<file path="config.mk">
export PLATFORM = sky130hd
export DESIGN_NAME = tick_gen
export DESIGN_NICKNAME = d
export VERILOG_FILES = /design/src/rtl/tick_gen_pkg.sv /design/src/rtl/tick_chan.sv /design/src/rtl/tick_gen.sv
export SDC_FILE = /design/constraint.sdc
export NUM_CORES = 1
export LEC_CHECK = 0
export ABC_AREA = 0
export CAP_MARGIN = 20
export CORE_UTILIZATION = 45
export CTS_CLUSTER_DIAMETER = 100
export DETAILED_ROUTE_END_ITERATION = 6
export RECOVER_POWER = 100
export SYNTH_ARGS = -nofsm -noshare
export SYNTH_HDL_FRONTEND = slang
export SYNTH_SLANG_ARGS = --single-unit
</file>
<file path="constraint.sdc">
create_clock -name clk_5M -period 5.6 [get_ports clk_5M]
set_input_delay 1.4 -clock clk_5M [delete_from_list [all_inputs] [get_ports clk_5M]]
set_output_delay 1.4 -clock clk_5M [all_outputs]
set_load 0.05 [all_outputs]
</file>
<file path="src/rtl/tick_gen_pkg.sv">
`default_nettype none
// ============================================================================
// Module      : tick_gen_pkg
// Description : Shared constants, config-operation encoding and divisor
//               helper functions for the multi-channel tick generator.
// Revision    : 1.0 - initial release
// ============================================================================
package tick_gen_pkg;

  // Game master clock frequency
  localparam int unsigned CLK_HZ   = 5000000;
  // Reset divisor: 4 Hz tick at the 5 MHz game clock
  localparam int unsigned DEF_DIV  = 1250000;
  // Smallest legal divisor; 2 keeps ticks from ever landing back-to-back
  localparam int unsigned MIN_DIV  = 2;
  // Amount removed from a divisor by one speed-up pulse
  localparam int unsigned DEC_STEP = 62500;

  // Per-channel configuration operation decoded from cfg_we / cfg_dec.
  // A write always beats a decrement, so at most one op reaches a channel.
  typedef enum logic [1:0] {
    CFG_NONE  = 2'd0,
    CFG_WRITE = 2'd1,
    CFG_DEC   = 2'd2
  } cfg_op_e;

  // Divisor producing the requested tick rate at the game clock
  function automatic int unsigned hz_to_div(input int unsigned hz);
    return (hz == 0) ? CLK_HZ : (CLK_HZ / hz);
  endfunction

  // Raise a divisor to the floor value if it is below it
  function automatic logic [31:0] clamp_div(input logic [31:0] val,
                                            input logic [31:0] floor_val);
    return (val < floor_val) ? floor_val : val;
  endfunction

  // max(val - step, floor_val) without ever wrapping below zero
  function automatic logic [31:0] sat_dec(input logic [31:0] val,
                                          input logic [31:0] step,
                                          input logic [31:0] floor_val);
    logic [31:0] diff;
    if (val < step) begin
      return floor_val;
    end
    diff = val - step;
    return clamp_div(diff, floor_val);
  endfunction

endpackage : tick_gen_pkg
`default_nettype wire

</file>
<file path="src/rtl/tick_chan.sv">
`default_nettype none
// ============================================================================
// Module      : tick_chan
// Description : One tick generator channel. A free-running counter wraps
//               every 'active' cycles, issuing a one-cycle tick and toggling
//               a square wave. New divisors land in a shadow register and
//               are promoted to active only at a wrap or a resync.
// Revision    : 1.0 - initial release
// ============================================================================
module tick_chan #(
  parameter int unsigned CNT_W    = 24,
  parameter int unsigned DEF_DIV  = tick_gen_pkg::DEF_DIV,
  parameter int unsigned MIN_DIV  = tick_gen_pkg::MIN_DIV,
  parameter int unsigned DEC_STEP = tick_gen_pkg::DEC_STEP
) (
  input  logic                  clk_5M,
  input  logic                  reset,
  input  logic                  en_i,
  input  logic                  sync_i,
  input  tick_gen_pkg::cfg_op_e op_i,
  input  logic [CNT_W-1:0]      wdata_i,
  output logic                  tick_o,
  output logic                  sq_o,
  output logic [CNT_W-1:0]      active_o
);
  import tick_gen_pkg::*;

  // CNT_W is limited to 32 bits by the 32-bit divisor helpers
  localparam logic [CNT_W-1:0] DEF_VAL = CNT_W'(DEF_DIV);
  localparam logic [CNT_W-1:0] ONE     = CNT_W'(1);

  logic [CNT_W-1:0] cnt_q,    cnt_d;
  logic [CNT_W-1:0] shadow_q, shadow_d;
  logic [CNT_W-1:0] active_q, active_d;
  logic             tick_q,   tick_d;
  logic             sq_q,     sq_d;
  logic             wrap;

  // Last cycle of the current period; cnt never exceeds active-1 because
  // active only changes together with a counter clear
  assign wrap = (cnt_q == (active_q - ONE));

  // Shadow divisor update: clamped write or floored decrement
  always_comb begin
    shadow_d = shadow_q;
    case (op_i)
      CFG_WRITE: shadow_d = CNT_W'(clamp_div(32'(wdata_i), 32'(MIN_DIV)));
      CFG_DEC:   shadow_d = CNT_W'(sat_dec(32'(shadow_q), 32'(DEC_STEP),
                                           32'(MIN_DIV)));
      default:   shadow_d = shadow_q;
    endcase
  end

  // Counter / tick / square-wave next state; resync beats counting.
  // On resync the freshly updated shadow is taken so a same-cycle
  // write or speed-up applies immediately; at a normal wrap the value
  // already sitting in the shadow is promoted.
  always_comb begin
    cnt_d    = cnt_q;
    active_d = active_q;
    sq_d     = sq_q;
    tick_d   = 1'b0;
    if (sync_i) begin
      cnt_d    = '0;
      sq_d     = 1'b0;
      active_d = shadow_d;
    end else if (en_i) begin
      if (wrap) begin
        cnt_d    = '0;
        tick_d   = 1'b1;
        sq_d     = ~sq_q;
        active_d = shadow_q;
      end else begin
        cnt_d = cnt_q + ONE;
      end
    end
  end

  // Channel state registers with synchronous reset to the default rate
  always_ff @(posedge clk_5M) begin
    if (reset) begin
      cnt_q    <= '0;
      shadow_q <= DEF_VAL;
      active_q <= DEF_VAL;
      tick_q   <= 1'b0;
      sq_q     <= 1'b0;
    end else begin
      cnt_q    <= cnt_d;
      shadow_q <= shadow_d;
      active_q <= active_d;
      tick_q   <= tick_d;
      sq_q     <= sq_d;
    end
  end

  assign tick_o   = tick_q;
  assign sq_o     = sq_q;
  assign active_o = active_q;

endmodule : tick_chan
`default_nettype wire

</file>
<file path="src/rtl/tick_gen.sv">
`default_nettype none
// ============================================================================
// Module      : tick_gen
// Description : Multi-channel programmable tick / square-wave generator for
//               the 5 MHz game clock. Decodes the shared config port into a
//               per-channel operation, fans out run/enable and resync, and
//               packs the active divisors onto div_q (channel 0 in LSBs).
// Revision    : 1.0 - initial release
// ============================================================================
module tick_gen #(
  parameter  int unsigned NUM_CH   = 4,
  parameter  int unsigned CNT_W    = 24,
  parameter  int unsigned DEF_DIV  = tick_gen_pkg::DEF_DIV,
  parameter  int unsigned MIN_DIV  = tick_gen_pkg::MIN_DIV,
  parameter  int unsigned DEC_STEP = tick_gen_pkg::DEC_STEP,
  localparam int unsigned SEL_W    = (NUM_CH > 1) ? $clog2(NUM_CH) : 1
) (
  input  logic                    clk_5M,
  input  logic                    reset,
  input  logic                    run,
  input  logic [NUM_CH-1:0]       ch_en,
  input  logic                    sync,
  input  logic                    cfg_we,
  input  logic [SEL_W-1:0]        cfg_ch,
  input  logic [CNT_W-1:0]        cfg_div,
  input  logic                    cfg_dec,
  output logic [NUM_CH-1:0]       tick,
  output logic [NUM_CH-1:0]       sq,
  output logic [NUM_CH*CNT_W-1:0] div_q
);
  import tick_gen_pkg::*;

  cfg_op_e op_sel;

  // Collapse the two config strobes into one op; a write drops a decrement
  always_comb begin
    op_sel = CFG_NONE;
    if (cfg_we) begin
      op_sel = CFG_WRITE;
    end else if (cfg_dec) begin
      op_sel = CFG_DEC;
    end
  end

  // One channel per tick output. A cfg_ch value with no matching channel
  // hits nothing, so out-of-range writes and decrements vanish.
  for (genvar i = 0; i < NUM_CH; i++) begin : g_ch
    cfg_op_e op_ch;
    logic    hit;

    assign hit   = (cfg_ch == SEL_W'(i));
    assign op_ch = hit ? op_sel : CFG_NONE;

    tick_chan #(
      .CNT_W    (CNT_W),
      .DEF_DIV  (DEF_DIV),
      .MIN_DIV  (MIN_DIV),
      .DEC_STEP (DEC_STEP)
    ) u_chan (
      .clk_5M   (clk_5M),
      .reset    (reset),
      .en_i     (run & ch_en[i]),
      .sync_i   (sync),
      .op_i     (op_ch),
      .wdata_i  (cfg_div),
      .tick_o   (tick[i]),
      .sq_o     (sq[i]),
      .active_o (div_q[i*CNT_W +: CNT_W])
    );
  end : g_ch

endmodule : tick_gen
`default_nettype wire

</file>
==> results by group, run 1 <==
Global route
  • Gr busiest metal: met2
  • Initial antenna violation count: 3
  • Met3 Resource Use GR: 5.54%
  • Met1 usage: 42.3%
  • GRT met2 Usage: between 40% and 50%
  • GRT overflow: 0
  • First-pass GRT wire length: around 110000 um
  • Pin count of the biggest net entering global routing: 73
  • Vias in the first global route: 18.7k
  • Total GRT Usage: 30.5%

Synth
  • Post-synthesis cell area: 0.0201 sq mm
  • Syn_nets: 2672
  • YS warnings: 0
  • FF+latch count, synth: 296
  • Cells after Synth: 2608
  • Main synth FF type: dfxtp_1
  • Post-synthesis cell type count: 97
  • Sequential area share after synthesis: 29.5%
  • EDFF count, synth: 0
  • Synth Area per Inst: roughly 7.7 sq um
  • Ys async rst share: 0%

Final layout
  • Share of layout cells above drive strength 1: 5.28%
  • Layout Nets: 2686
  • Area delta synth->final: 13.9%

Status
  • Outcome: complete, no violations

Timing
  • Final Slew Violations: 0
  • Worst slew pin tran: about 1.4 ns
  • RSZ-0062 raised after global routing: no
  • Worst hold slack: 0.490 ns
  • Final worst slack: 0.995 ns
  • Max_slew headroom: 4.18%
  • TNS Setup: 0 ns
  • Fin crit share: 82.2%
  • Post-route minimum period: 4.60 ns
  • Clk_skew: between 0.02 and 0.03 ns
  • Setup Viol. Count Final: 0
  • FMAX: between 0.2 and 0.25 GHz
  • Final Hold Vio Count: 0

Placed design
  • GP Congestion: about 0.95
  • Place WS: ~1.1 ns
  • PortBufs: about 140
  • DP HPWL: between 40000 and 50000 um

Power
  • P_leak: 7.82 nW
  • Maximum vdd drop: approximately 230 uV
  • Combinational Power Share: 14.3%
  • Register share of total power: 40.2%
  • Switching part of the total: 29.0%
  • NetSw: 0.00167 W
  • Cell Int Power: 0.00409 W
  • PD cells: ~250 mW/mm^2
  • Clk pwr share: approximately 46%

Die
  • Top Ports: 140
  • Die H: 213 um
  • Initial core utilization: around 45%
  • CORE AREA: about 0.044 sq mm
  • Die width: 213 um
  • Core Rows: just under 80
  • DIE AREA: between 0.04 and 0.05 sq mm

CTS
  • Clock buffer count from CTS: 38
  • Root Driver: clkbuf_16
  • # resized after CTS: 0
  • Worst-skew pair later-pin latency: 0.56 ns
  • Hold-fix buffers, CTS: 0
  • Clk buf depth: 3
  • CTS tree: yes
  • # clock sinks: 296
  • Post-CTS Setup Bufs: 0
  • # H-tree levels: 2
  • Clock slew at reported path FFs: 0.06 ns

Setup path
  • Worst Path Max Fanout: 34
  • WS Path Type: flip-flop to flip-flop
  • Critical-path top delay cell: a2111oi_0
  • Critical Path, Cell by Cell: nor4_4 -> nand2_1 -> or2_2 -> a2111oi_0 -> o211ai_1 -> nor4_4 -> clkbuf_2 -> nor2b_1 -> a211oi_1 -> a211oi_1
  • Crit path largest cell delay: 0.78 ns
  • Crit start category: flip-flop
  • Req. time, crit path: ~6.0 ns
  • Critical Path AT: 4.99 ns
  • Critical Path Sink Type: flip-flop

Detailed routing
  • WL/cell: 21.7 um
  • Final wirelength: 70500 um
  • DRT Pass-1 Iters: 5
  • Vias: 20.4k
  • DR iter-0 viols: 1804
  • Post-route ant nets: 0
  • DRC: 0
  • Vias per cell: 6.30

Min path
  • Worst hold-check path type: flip-flop to flip-flop

Job
  • Max_cap viols: 0
==> placed cells by master, fill, tap and decap left out, types with 28 or more instances in the layout <==
master	n
or3_1	34
clkbuf_16	39
nor4_1	60
a21oi_1	134
dlygate4sd3_1	107
xnor2_1	103
and3_1	46
nor3_1	91
nand4_1	56
ha_1	28
nand2_1	234
mux2i_1	63
clkdlybuf4s50_1	30
and2_1	33
nor2_1	297
a211oi_1	48
o21ai_0	107
nand3_1	64
inv_1	67
nand2b_1	33
xor2_1	113
dfxtp_1	296
==> final cells by class <==
| class | instances | area, sq um |
|---|---|---|
| Sequential cell | 296 | 5930 |
| Inverter | 70 | 263 |
| Clock buffer | 55 | 1100 |
| Tap cell | 592 | 741 |
| Antenna cell | 1 | 2.50 |
| Timing Repair Buffer | 172 | 1610 |
| Clock inverter | 13 | 224 |
| Multi-Input combinational cell | 2044 | 13000 |
| Fill cell | 4353 | 21300 |
==> critical path: cells and delay by family (launching register included) <==
family,cells,cell delay [ns]
AOI/OAI and AO/OA,4,1.42
and+or+nand+nor,5,1.82
DFF,1,0.45
buffers and inverters,1,0.74
==> routing by layer <==
metal / vias to the layer above / routed length (um) / part of all wire (%)
li1: 9562 / - / -
met1: 9914 / 32300 / 46
met2: 808 / 30800 / 44
met3: 132 / 5230 / 7.4
met4: 2 / 2100 / 3.0
met5: - / 18 / 0.026
==> sequential cells by signal, summed over array words and instances, names as in the netlist <==
name	flops
g_ch.u_chan.active_o	96
g_ch.u_chan.cnt_q	96
g_ch.u_chan.shadow_q	96
g_ch.u_chan.sq_o	4
g_ch.u_chan.tick_o	4
==> worst paths after layout <==
check	from	endpoint	slack (ns)	cells past startpoint
worst min-delay path	g_ch[1].u_chan.shadow_q[0]	g_ch[1].u_chan.shadow_q[0]	0.49	2
worst max register to register	g_ch[1].u_chan.active_o[2]	g_ch[1].u_chan.active_o[8]	1.0	10
worst max-delay path	g_ch[1].u_chan.active_o[2]	g_ch[1].u_chan.active_o[8]	1.0	10
worst min register to register	g_ch[1].u_chan.shadow_q[0]	g_ch[1].u_chan.shadow_q[0]	0.49	2
==> power groups by stage <==
stage                     Combinational [W]  Sequential [W]  Clock (W)
after floorplan                    0.000467         0.00240          0
after global placement             0.000810         0.00236          0
after detailed placement           0.000820         0.00236          0
after CTS                          0.000824         0.00231    0.00266
after global routing               0.000881         0.00233    0.00274
final                              0.000823         0.00232    0.00262
==> kinds of logic after synthesis <==
group	share of synthesized area (%)
simple gates	27.9
buf+inv	5.54
flops	29.5
compound gates	22.4
xor+xnor	9.54
mux	3.37
fa+ha+maj	1.75
==> Yosys cell counts (46+ instances only) <==
| cell type | count | area share [%] |
|---|---|---|
| nor2_1 | 298 | 5.6 |
| and3_1 | 46 | 1.4 |
| dfxtp_1 | 296 | 30 |
| xor2_1 | 113 | 4.9 |
| nor3_1 | 91 | 2.3 |
| nor4_1 | 56 | 1.7 |
| a211oi_1 | 48 | 1.8 |
| clkbuf_1 | 165 | 3.1 |
| xnor2_1 | 103 | 4.5 |
| mux2i_1 | 63 | 3.1 |
| inv_1 | 68 | 1.3 |
| nand2_1 | 235 | 4.4 |
| a21oi_1 | 134 | 3.3 |
| nand4_1 | 56 | 1.7 |
| nand3_1 | 64 | 1.6 |
| o21ai_0 | 105 | 2.6 |
==> through the flow <==
step,power (W),util (%),std cells,area (sq um)
2_1_floorplan,0.00287,-,2608,20100
3_3_place_gp,0.00317,48.9,3173,21600
3_5_place_dp,0.00318,48.9,3173,21600
4_1_cts,0.00580,51.9,3241,22900
5_1_grt,0.00595,51.8,3242,22800
6_report,0.00576,51.8,3243,22800
Power figures use the tool's default switching activity.
==> inputs of run 2 (changes only) <==
Clock period 5.6 ns to 4.4 ns, I/O delays scaled along.
==> run 2 against run 1 <==
Effect of this change: global-route usage increased by 0.88 points; count of clock-buffer cells in the layout decreased by 4; routed wire length increased by 3.0%; core utilization increased by 0.40 points; clock skew decreased by 0.0075 ns; sequential share of layout area decreased by 0.20 points; via count about the same; hold slack got worse by 0.0016 ns; combinational power increased by 31%; design area increased by 0.77%; die area unchanged; power increased by 23%.
==> results by group, run 2 (synthesized netlist as in run 1, its figures left out) <==
Status
  • Outcome: complete, no violations

Timing
  • Final Hold Vio Count: 0
  • TNS Setup: 0 ns
  • Clk_skew: 0.0219 ns
  • FMAX: around 0.25 GHz
  • Final Slew Violations: 0
  • RSZ-0062 raised after global routing: no
  • Worst hold slack: around 0.49 ns
  • Max_slew headroom: 30.9%
  • Setup Viol. Count Final: 0
  • Post-route minimum period: 3.98 ns
  • Worst slew pin tran: 1.03 ns
  • Fin crit share: 90.5%

Global route
  • First-pass GRT wire length: 110000 um
  • GRT overflow: 0
  • Vias in the first global route: about 19k
  • Initial antenna violation count: 2
  • Total GRT Usage: 31.3%
  • Pin count of the biggest net entering global routing: 63

CTS
  • # H-tree levels: 2
  • Post-CTS Setup Bufs: 0
  • # clock sinks: 296
  • Hold-fix buffers, CTS: 0
  • Worst-skew pair later-pin latency: 0.57 ns
  • CTS tree: yes
  • Root Driver: clkbuf_16
  • Clk buf depth: 3
  • # resized after CTS: 0
  • Clock buffer count from CTS: 38
  • Clock slew at reported path FFs: ~0.06 ns

Setup path
  • Req. time, crit path: 4.85 ns
  • Critical Path Sink Type: flip-flop
  • WS Path Type: input pin to flip-flop
  • R2R Setup Slk: roughly 0.44 ns
  • Crit path from: cfg_we
  • RR Endpoint: g_ch[2].u_chan.active_o[2]
  • Reg2reg start: g_ch[2].u_chan.active_o[6]
  • Critical Path AT: 4.43 ns
  • Crit start category: input pin
  • Worst Path Max Fanout: 17
  • Reg2Reg Depth: 9

Min path
  • Hold Path Depth: 2
  • Worst hold-check path type: flip-flop to flip-flop
  • Worst Hold Path EP: g_ch[1].u_chan.shadow_q[0]
  • Min-delay src: g_ch[1].u_chan.shadow_q[0]

Detailed routing
  • Routed wl met2: 31000 um
  • Post-route ant nets: 0
  • Met1 WL: 33500 um
  • Vias per cell: roughly 6.2
  • WL met3: 5370 um
  • DRC: 0
  • Final wirelength: around 73000 um
  • Max Used Layer: met5
  • WL/cell: between 20 and 25 um
  • DRT Pass-1 Iters: 5
  • Vias: just over 20k
  • DR iter-0 viols: 1870

Power
  • Tot Pwr: 0.00710 W
  • P_leak: 7.95 nW
  • PD cells: about 310 mW/mm^2
  • Maximum vdd drop: 240 uV

Final layout
  • Final-layout fill cell count: approximately 4.4k
  • Commonest non-fill, non-tap cells in the layout: 296 x nor2_1, 296 x dfxtp_1, 234 x nand2_1, 134 x a21oi_1, 113 x xor2_1
  • Layout Nets: ~2.7k
  • Area delta synth->final: 14.7%
  • Share of layout cells above drive strength 1: 6.65%
  • Area of the multi-input gates: 0.0130 sq mm
  • Sequential cell area: around 0.006 sq mm

Die
  • Die width: 213 um
  • Core Rows: 77
  • DIE AREA: ~0.045 sq mm
  • Top Ports: 140
  • CORE AREA: 0.0441 sq mm
  • Die H: between 200 and 250 um
  • Initial core utilization: a little under half

Placed design
  • DP HPWL: 52400 um
  • GP Congestion: 0.953
  • PortBufs: 139

Job
  • Max_cap viols: 0
## run 2: cell count changes in the layout (fill, tap and decap cells not counted), sizes merged
cell / delta
bufinv: -4
inv: +1
buf: +36
clkinvlp: -2
clkinv: +7
clkbuf: +2
## run 2: layout make-up
type | instances | area share [%]
Clock inverter | 15 | 0.576
Timing Repair Buffer | 214 | 8.31
Clock buffer | 51 | 4.70
Tap cell | 592 | 3.22
Sequential cell | 296 | 25.7
Antenna cell | 1 | 0.0109
Inverter | 70 | 1.14
Multi-Input combinational cell | 2044 | 56.3
## run 2: where the power goes
group | total [W] | internal (W) | switching, W | leakage, nW
sequential | 0.00294 | 0.00276 | 0.000182 | 2.41
combinational | 0.00108 | 0.000373 | 0.000703 | 4.93
clock | 0.00308 | 0.00184 | 0.00125 | 0.611
## run 2: per-stage QoR
stage,utilization [%],std cells,cell area (sq um),setup slack (ns)
floorplan,-,2608,20100,0.796
global placement,49.7,3216,21900,0.203
detailed placement,49.7,3216,21900,0.126
CTS,52.4,3282,23100,0.614
global route,52.2,3282,23000,0.251
finish,52.2,3283,23000,0.420
## run 2: critical path, cell delays in order
cell and delay (ns):
clkdlybuf4s50_1 0.49, nand2b_1 0.22, nor2_1 0.10, nand2_1 0.12
inv_1 0.09, ha_1 0.24, and2_0 0.53, clkbuf_1 0.70
a32oi_1 0.26, o21ai_0 0.27, nor2_1 0.07, a221oi_1 0.25
## run 2: worst max path at each step
stage	end	slack, ns	depth (start not counted)
CTS	g_ch[2].u_chan.active_o[1]	0.61	9
global placement	g_ch[2].u_chan.active_o[1]	0.20	9
global route	g_ch[2].u_chan.active_o[20]	0.25	12
finish	g_ch[2].u_chan.active_o[20]	0.42	12
floorplan	g_ch[2].u_chan.active_o[1]	0.80	11
detailed placement	g_ch[2].u_chan.active_o[1]	0.13	9
## run 2: routing by layer
metal  GRT usage, %  up-vias
li1               -     9652
met2           46.5      760
met5              0        -
met4           12.8        2
met3           5.24      146
met1           44.7     9864
